[src/rtl/cal_alarm_clock.sv]
// cal_alarm_clock: calendar clock with leap-year month lengths and an
// NA-entry alarm bank with timed ring and snooze, clocked by the 1 Hz Pulse.
module cal_alarm_clock #(
  parameter int NS      = 60,
  parameter int NH      = 24,
  parameter int ND      = 7,
  parameter int NA      = 4,
  parameter int RING    = 60,
  parameter int SNOOZE  = 5,
  parameter int LEAP_EN = 1
) (
  input  logic                                Pulse,
  input  logic                                Reset,
  input  logic                                Timeset,
  input  logic                                Alarmset,
  input  logic [((NA>1)?$clog2(NA):1)-1:0]    Alarmsel,
  input  logic                                Minadv,
  input  logic                                Hrsadv,
  input  logic                                Dayadv,
  input  logic                                Datadv,
  input  logic                                Monadv,
  input  logic                                Yradv,
  input  logic [NA-1:0]                       Alarmon,
  input  logic                                Snooze,
  output logic [6:0]                          TSec,
  output logic [6:0]                          TMin,
  output logic [6:0]                          THrs,
  output logic [6:0]                          TDays,
  output logic [6:0]                          TDate,
  output logic [6:0]                          TMonth,
  output logic [1:0]                          TYear,
  output logic [6:0]                          AMin,
  output logic [6:0]                          AHrs,
  output logic [6:0]                          ADays,
  output logic [NA-1:0]                       Hit,
  output logic                                Buzz
);

  localparam int SW      = (NA > 1) ? $clog2(NA) : 1;
  localparam int SNZ_CYC = SNOOZE * NS;
  localparam int RW      = (RING > 1) ? $clog2(RING) : 1;
  localparam int ZW      = (SNZ_CYC > 1) ? $clog2(SNZ_CYC) : 1;

  localparam logic [6:0]    S_LAST = 7'(NS - 1);
  localparam logic [6:0]    H_LAST = 7'(NH - 1);
  localparam logic [6:0]    D_LAST = 7'(ND - 1);
  localparam logic [6:0]    A_ALL  = 7'(ND);
  localparam logic [RW-1:0] R_LOAD = RW'(RING - 1);
  localparam logic [ZW-1:0] Z_LOAD = ZW'(SNZ_CYC - 1);

  typedef enum logic [1:0] {ST_IDLE, ST_RING, ST_SNZ} st_t;

  function automatic logic [6:0] mlen(
    input logic [6:0] m,
    input logic [1:0] y
  );
    case (m)
      7'd1:    mlen = (LEAP_EN != 0 && y == 2'd0) ? 7'd29 : 7'd28;
      7'd3, 7'd5, 7'd8, 7'd10:
               mlen = 7'd30;
      default: mlen = 7'd31;
    endcase
  endfunction

  logic       s_max, m_max, h_max, dy_max;
  logic       roll, d_last, mo_last, chg;
  logic [6:0] cur_len, new_len;
  logic [6:0] sec_n, min_n, hrs_n, day_n;
  logic [6:0] date_raw, date_n, mon_n;
  logic [1:0] yr_n;

  assign s_max   = TSec >= S_LAST;
  assign m_max   = TMin >= S_LAST;
  assign h_max   = THrs >= H_LAST;
  assign dy_max  = TDays >= D_LAST;
  assign roll    = s_max & m_max & h_max;
  assign cur_len = mlen(TMonth, TYear);
  assign d_last  = TDate >= cur_len - 7'd1;
  assign mo_last = TMonth >= 7'd11;

  always_comb begin
    sec_n    = TSec;
    min_n    = TMin;
    hrs_n    = THrs;
    day_n    = TDays;
    date_raw = TDate;
    mon_n    = TMonth;
    yr_n     = TYear;
    if (!Timeset) begin
      sec_n = s_max ? 7'd0 : TSec + 7'd1;
      if (s_max)
        min_n = m_max ? 7'd0 : TMin + 7'd1;
      if (s_max && m_max)
        hrs_n = h_max ? 7'd0 : THrs + 7'd1;
      if (roll) begin
        day_n    = dy_max ? 7'd0 : TDays + 7'd1;
        date_raw = d_last ? 7'd0 : TDate + 7'd1;
        if (d_last) begin
          mon_n = mo_last ? 7'd0 : TMonth + 7'd1;
          if (mo_last)
            yr_n = TYear + 2'd1;
        end
      end
    end else begin
      if (Minadv) min_n = m_max ? 7'd0 : TMin + 7'd1;
      if (Hrsadv) hrs_n = h_max ? 7'd0 : THrs + 7'd1;
      if (Dayadv) day_n = dy_max ? 7'd0 : TDays + 7'd1;
      if (Datadv) date_raw = d_last ? 7'd0 : TDate + 7'd1;
      if (Monadv) mon_n = mo_last ? 7'd0 : TMonth + 7'd1;
      if (Yradv)  yr_n = TYear + 2'd1;
    end
  end

  // a month/year change may shorten the month under the current date
  assign new_len = mlen(mon_n, yr_n);
  assign chg     = (mon_n != TMonth) || (yr_n != TYear);
  assign date_n  = (chg && date_raw > new_len - 7'd1) ?
                   new_len - 7'd1 : date_raw;

  always_ff @(posedge Pulse) begin
    if (Reset) begin
      TSec   <= '0;
      TMin   <= '0;
      THrs   <= '0;
      TDays  <= '0;
      TDate  <= '0;
      TMonth <= '0;
      TYear  <= '0;
    end else begin
      TSec   <= sec_n;
      TMin   <= min_n;
      THrs   <= hrs_n;
      TDays  <= day_n;
      TDate  <= date_n;
      TMonth <= mon_n;
      TYear  <= yr_n;
    end
  end

  logic [6:0] amin  [NA];
  logic [6:0] ahrs  [NA];
  logic [6:0] adays [NA];
  logic       sel_ok, aset;

  if (NA == (1 << SW)) begin : g_sel_full
    assign sel_ok = 1'b1;
  end else begin : g_sel_part
    assign sel_ok = Alarmsel < SW'(NA);
  end

  assign aset = Alarmset & ~Timeset & sel_ok;

  always_ff @(posedge Pulse) begin
    for (int i = 0; i < NA; i++) begin
      if (Reset) begin
        amin[i]  <= '0;
        ahrs[i]  <= '0;
        adays[i] <= A_ALL;
      end else if (aset && Alarmsel == SW'(i)) begin
        if (Minadv)
          amin[i] <= (amin[i] >= S_LAST) ? 7'd0 : amin[i] + 7'd1;
        if (Hrsadv)
          ahrs[i] <= (ahrs[i] >= H_LAST) ? 7'd0 : ahrs[i] + 7'd1;
        if (Dayadv)
          adays[i] <= (adays[i] >= A_ALL) ? 7'd0 : adays[i] + 7'd1;
      end
    end
  end

  always_comb begin
    AMin  = amin[0];
    AHrs  = ahrs[0];
    ADays = adays[0];
    for (int i = 1; i < NA; i++) begin
      if (sel_ok && Alarmsel == SW'(i)) begin
        AMin  = amin[i];
        AHrs  = ahrs[i];
        ADays = adays[i];
      end
    end
  end

  st_t           st   [NA];
  st_t           st_n [NA];
  logic [RW-1:0] rc   [NA];
  logic [RW-1:0] rc_n [NA];
  logic [ZW-1:0] zc   [NA];
  logic [ZW-1:0] zc_n [NA];
  logic [NA-1:0] trig, hit_n;

  always_comb begin
    for (int i = 0; i < NA; i++) begin
      trig[i] = Alarmon[i] & ~Timeset & (TSec == 7'd0) &
                (TMin == amin[i]) & (THrs == ahrs[i]) &
                ((adays[i] == A_ALL) | (adays[i] == TDays));
    end
  end

  always_comb begin
    for (int i = 0; i < NA; i++) begin
      st_n[i] = st[i];
      rc_n[i] = rc[i];
      zc_n[i] = zc[i];
      if (!Alarmon[i]) begin
        st_n[i] = ST_IDLE;
        rc_n[i] = '0;
        zc_n[i] = '0;
      end else begin
        unique case (st[i])
          ST_IDLE: begin
            if (trig[i]) begin
              st_n[i] = ST_RING;
              rc_n[i] = R_LOAD;
            end
          end
          ST_RING: begin
            if (Snooze) begin
              st_n[i] = ST_SNZ;
              zc_n[i] = Z_LOAD;
            end else if (rc[i] == '0) begin
              st_n[i] = ST_IDLE;
            end else begin
              rc_n[i] = rc[i] - 1'b1;
            end
          end
          ST_SNZ: begin
            if (zc[i] == '0) begin
              st_n[i] = ST_RING;
              rc_n[i] = R_LOAD;
            end else begin
              zc_n[i] = zc[i] - 1'b1;
            end
          end
          default: st_n[i] = ST_IDLE;
        endcase
      end
      hit_n[i] = (st_n[i] == ST_RING);
    end
  end

  always_ff @(posedge Pulse) begin
    if (Reset) begin
      for (int i = 0; i < NA; i++) begin
        st[i] <= ST_IDLE;
        rc[i] <= '0;
        zc[i] <= '0;
      end
      Hit  <= '0;
      Buzz <= 1'b0;
    end else begin
      for (int i = 0; i < NA; i++) begin
        st[i] <= st_n[i];
        rc[i] <= rc_n[i];
        zc[i] <= zc_n[i];
      end
      Hit  <= hit_n;
      Buzz <= |hit_n;
    end
  end

endmodule

[config.mk]
export PLATFORM = sky130hd
export DESIGN_NAME = cal_alarm_clock
export DESIGN_NICKNAME = d
export VERILOG_FILES = /design/src/rtl/cal_alarm_clock.sv
export SDC_FILE = /design/constraint.sdc
export NUM_CORES = 1
export LEC_CHECK = 0
export ABC_AREA = 1
export ABC_CLOCK_PERIOD_IN_PS = 5300
export BUFFER_PORTS_ARGS = -buffer_cell sky130_fd_sc_hd__buf_2
export CAP_MARGIN = 0
export CELL_PAD_IN_SITES_DETAIL_PLACEMENT = 0
export CELL_PAD_IN_SITES_GLOBAL_PLACEMENT = 1
export CORE_MARGIN = 1
export CORE_UTILIZATION = 45
export DETAILED_ROUTE_END_ITERATION = 10
export HOLD_SLACK_MARGIN = 0.15
export PLACE_DENSITY_LB_ADDON = 0.12
export SYNTH_ARGS = -nofsm -noshare
export SYNTH_HDL_FRONTEND = slang
export SYNTH_SLANG_ARGS = --single-unit
[constraint.sdc]
create_clock -name Pulse -period 5.3 [get_ports Pulse]
set_input_delay 0.265 -clock Pulse [delete_from_list [all_inputs] [get_ports Pulse]]
set_output_delay 0.265 -clock Pulse [all_outputs]
set_load 0.02 [all_outputs]
==> impl_summary.md <==
Setup path
The standard cell with the maximum stage delay on the critical path is sky130_fd_sc_hd__dfxtp_1. The startpoint kind of the worst setup timing path is a flip-flop. The capturing point of the worst reg2reg path is TDate[1]$_SDFF_PP0_. The origin of the critical flop-to-flop path is TMonth[1]$_SDFF_PP0_. The most common cell type on the critical path is sky130_fd_sc_hd__nand2_1. In this run the worst setup path begins at TMonth[1]$_SDFF_PP0_. For the worst setup path, the data required time is 5720 ps. In this design, the stage delay of the slowest critical-path cell is 450 ps.

Of all nets on the critical path, the largest fanout is 10. The startpoint-to-endpoint class of the critical path is flip-flop to flip-flop. Counting cells, the worst reg-to-reg path comes to 34.

STA puts the critical path data arrival time at 5140 ps. The endpoint of the worst setup timing path is TDate[1]$_SDFF_PP0_. The worst-case register-to-register setup slack is 580 ps. The endpoint class of the critical path is a flip-flop.

Route
The number of antenna-violating nets in the routed design is 0. The final wirelength is 32100 µm. The total length of routed met2 wires is 14600 µm. After detailed routing, the number of vias per cell comes to 5.36.

The iteration-0 DRC count of the detailed router is 740. The highest metal layer carrying signal wires in the routed design is met4. Detailed routing placed a total of 1630 µm of wire on met3. The count of TritonRoute iterations in the first routing pass is 5. In the final routing, the length of wire on met1 measures 15000 µm. The routed layout has 10719 vias. The average wire per standard cell is 16.1 µm. After detailed routing, the number of remaining DRC violations is 0.

STA
The number of hold-slack violations in the final timing report is 0. Headroom to the max-slew limit came out at 31.4%. The final sum of negative setup slack is 0 ps. The achievable clock frequency is 212 MHz. The actual transition at the worst max-transition pin is 1020 ps. The share of the clock period used by the worst path is 89.1%.

The number of pins exceeding their max-slew limit in the final report came to 0. Setup repair after global routing left no endpoint under its margin. The final number of setup-violating endpoints is 0. On the final layout, the worst clock skew is 9.63 ps. For the finished layout, the period the worst path requires is 4720 ps.

Logic synthesis
Yosys printed 0 warnings. The number of different library cells used by synthesis comes to 59. After synthesis, the largest family of logic cells by area is simple AND/OR/NAND/NOR gates. The post-synthesis sequential element count is 201.

Of all flip-flops after synthesis, the portion carrying an async set or reset was 0%. The mean instance size in the synthesized netlist is 7.70 µm². Of the total synthesized cell area, the portion taken by AND, OR, NAND and NOR gates is 27.6%.

The most used standard cell by instance count after synthesis is sky130_fd_sc_hd__nand2_1. Of the total synthesized cell area, the portion taken by XOR and XNOR cells is 5.31%. Synthesis produced a netlist whose cell count is 1539.

The area fraction in compound gates after synthesis is 13.6%. The library cell occupying the most area in the post-synthesis netlist is sky130_fd_sc_hd__edfxtp_1. By area the synthesized netlist is led by sky130_fd_sc_hd__edfxtp_1, sky130_fd_sc_hd__dfxtp_1, sky130_fd_sc_hd__nand2_1, sky130_fd_sc_hd__nor2_1, sky130_fd_sc_hd__inv_1. The most used flip-flop cell after synthesis is sky130_fd_sc_hd__dfxtp_1. The synthesized design contains 84 enable-type register cells. The sequential-to-total area share from yosys stat is 41.0%. The synthesized design devotes to its leading area cell type 21.3% of total area. Of the total synthesized cell area, the portion taken by full adders, half adders and majority gates is 4.43%. The post-synth design cell area is 11900 µm².

Sorting the synthesized cells by how often they occur yields sky130_fd_sc_hd__nand2_1, sky130_fd_sc_hd__nor2_1, sky130_fd_sc_hd__inv_1. The mux contribution to synthesized area is 0%.

Clocking
The maximum count of clock buffers along a single path is 3. Clock tree synthesis selected as its root buffer the cell sky130_fd_sc_hd__clkbuf_16. After clock tree synthesis, the clock-pin slew on the worst setup and hold paths is 60 ps.

The buffers inserted during post-CTS setup optimization is 0. The number of levels the H-tree was split into is 1. TritonCTS built the clock tree.

Counting the buffers created by CTS gives 24. The total number of clock tree sinks is 201. Clock latency on the worst-skew pair, taken at its later pin, is 520 ps.

Placement
The wire-length estimate of the detail-placed layout is 24100 µm. The instance count after placement with tap cells included is 1954. Buffers placed on the I/O ports in this run total 86. The weighted congestion at the end of routability-driven global placement is 0.864.

Die
The core region is 26000 µm². The die is 164 µm tall. The die is 164 µm wide. The initial core utilization is 45.6%. The boundary pin count is 87. The die area is 27000 µm².

After floorplanning, the core was divided into 59 placement rows.

Final layout
The layout overhead on the synthesized area is 13.6%. The number of non-filler instances in the completed layout is 1999. Of the cells placed in the final design, the portion with a size suffix greater than 1 is 12.3%. The number of antenna diodes in the final layout is 0. Fill cells in the final layout number 2607. The multi-input combinational cells in the finished layout cover a total of 6150 µm².

The sequential cells in the finished layout cover a total of 4870 µm². The final net count is 1705.

Status
The run finished with clean final reports.

Global routing
The number of global-route vias before repair was 10130. The first global-routing pass estimated 51800 µm of wire. After global routing the overflow that remains totals 0. Entering global routing, the biggest net connects 35 pins. The initial antenna violation count is 0. The overall fraction of global-route tracks in use is 24.2%.

Worst hold path
The class of the worst hold path is input pin to flip-flop.

Power and ir drop
Power spread over the standard cell area amounts to 283 nW/µm². Across the VDD grid, the largest voltage drop is 232 µV. For this design the static power due to leakage is 5.72 nW.

Run
Max-cap violations in this run came to 0.
==> cell type report <==
| cell class | count | area share (%) |
|---|---|---|
| clock inverter | 8 | 0.353 |
| multi-input combinational | 1121 | 45.7 |
| inverter | 209 | 5.83 |
| timing repair buffer | 89 | 3.38 |
| tap | 335 | 3.11 |
| clock buffer | 36 | 5.49 |
| sequential | 201 | 36.1 |
==> critical path, delay by kind of cell (launching register included) <==
kind / cells / cell delay (ps)
fa+ha+maj: 5 / 1360
compound gates: 4 / 580
simple gates: 22 / 1990
flops: 1 / 450
buf+inv: 3 / 230
==> kinds of logic (layout without fill, tap and decap cells) <==
kind of cell	count (synthesis)	in the layout
buffers and inverters	244	342
other	1	28
and+or+nand+nor	716	716
xor gates and xnor gates	71	71
AOI/OAI and AO/OA	264	264
DFF	201	201
adders and majority gates	42	42
==> per-stage QoR <==
stage          hold WS [ps]  utilization [%]  power, mW  setup WS [ps]  instance area (µm²)
5_1_grt                 205             51.8       3.96           67.4                13500
3_3_place_gp            458             48.7       2.21            649                12700
6_report                182             51.8       3.80            575                13500
4_1_cts                 153             51.8       3.84            473                13500
2_1_floorplan           431                -       2.06            922                12000
3_5_place_dp            456             48.7       2.21            492                12700
==> registers in the layout, summed over array words and instances (netlist names) <==
register	cells
TMonth	7
TMin	7
TYear	2
rc	24
zc	36
ahrs	28
st	8
TSec	7
TDate	7
TDays	7
Hit	4
Buzz	1
adays	28
amin	28
THrs	7
==> layout by cell type, fill, tap and decap left out, types with 3 or more instances in the layout <==
master and count:
sky130_fd_sc_hd__a21oi_1 56, sky130_fd_sc_hd__a311oi_1 3, sky130_fd_sc_hd__a31oi_1 21, sky130_fd_sc_hd__nor3b_1 15, sky130_fd_sc_hd__nand2_1 273, sky130_fd_sc_hd__a211oi_1 8
sky130_fd_sc_hd__o21ai_1 13, sky130_fd_sc_hd__conb_1 28, sky130_fd_sc_hd__dfxtp_1 116, sky130_fd_sc_hd__edfxtp_1 84, sky130_fd_sc_hd__o31ai_1 4, sky130_fd_sc_hd__or2_2 8
sky130_fd_sc_hd__nand3_2 12, sky130_fd_sc_hd__o211ai_1 14, sky130_fd_sc_hd__ha_1 42, sky130_fd_sc_hd__clkbuf_8 3, sky130_fd_sc_hd__a2111oi_0 5, sky130_fd_sc_hd__nand2_2 13
sky130_fd_sc_hd__o21ai_0 87, sky130_fd_sc_hd__xnor2_1 21, sky130_fd_sc_hd__clkinv_1 6, sky130_fd_sc_hd__inv_2 16, sky130_fd_sc_hd__a21oi_2 3, sky130_fd_sc_hd__nor3_2 5
sky130_fd_sc_hd__and3_1 8, sky130_fd_sc_hd__nor2_2 6, sky130_fd_sc_hd__nor4_1 12, sky130_fd_sc_hd__clkbuf_1 6, sky130_fd_sc_hd__o22ai_1 16, sky130_fd_sc_hd__buf_2 86
sky130_fd_sc_hd__o221ai_1 16, sky130_fd_sc_hd__xor2_1 49, sky130_fd_sc_hd__nand2_4 5, sky130_fd_sc_hd__nor3_1 48, sky130_fd_sc_hd__a221oi_1 5, sky130_fd_sc_hd__clkbuf_16 27
sky130_fd_sc_hd__inv_1 189, sky130_fd_sc_hd__nand3_1 67, sky130_fd_sc_hd__nor2_1 216, sky130_fd_sc_hd__nand4_1 19
==> routing by layer <==
layer,track usage (%),vias to the layer above
met1,33.3,5006
met3,3.11,57
li1,-,5381
met2,39.6,275
met5,0,-
met4,7.11,0
==> report_power, final <==
part | switching, mW | total, mW | leakage (nW) | internal [mW]
Combinational | 0.300 | 0.442 | 3.56 | 0.142
Sequential | 0.0733 | 1.74 | 1.78 | 1.67
Clock | 0.657 | 1.62 | 0.382 | 0.966
==> timing repair <==
action	in CTS	in global routing
setup endpoints to repair	0	3
hold buffers	1	0
resized for setup	0	1
hold endpoints to repair	1	0
==> how the worst min path moves through the flow <==
stage | to | startpoint | depth (start not counted)
3_5_place_dp | rc[2][5]$_SDFFE_PP0P_ | rc[2][5]$_SDFFE_PP0P_ | 2
3_3_place_gp | rc[2][5]$_SDFFE_PP0P_ | rc[2][5]$_SDFFE_PP0P_ | 2
4_1_cts | TDays[0]$_SDFFE_PP0P_ | Dayadv | 4
2_1_floorplan | Hit[3]$_SDFF_PP0_ | Alarmon[3] | 2
5_1_grt | TDays[0]$_SDFFE_PP0P_ | Dayadv | 4
6_report | TDays[0]$_SDFFE_PP0P_ | Dayadv | 4
Power figures use the tool's default switching activity.
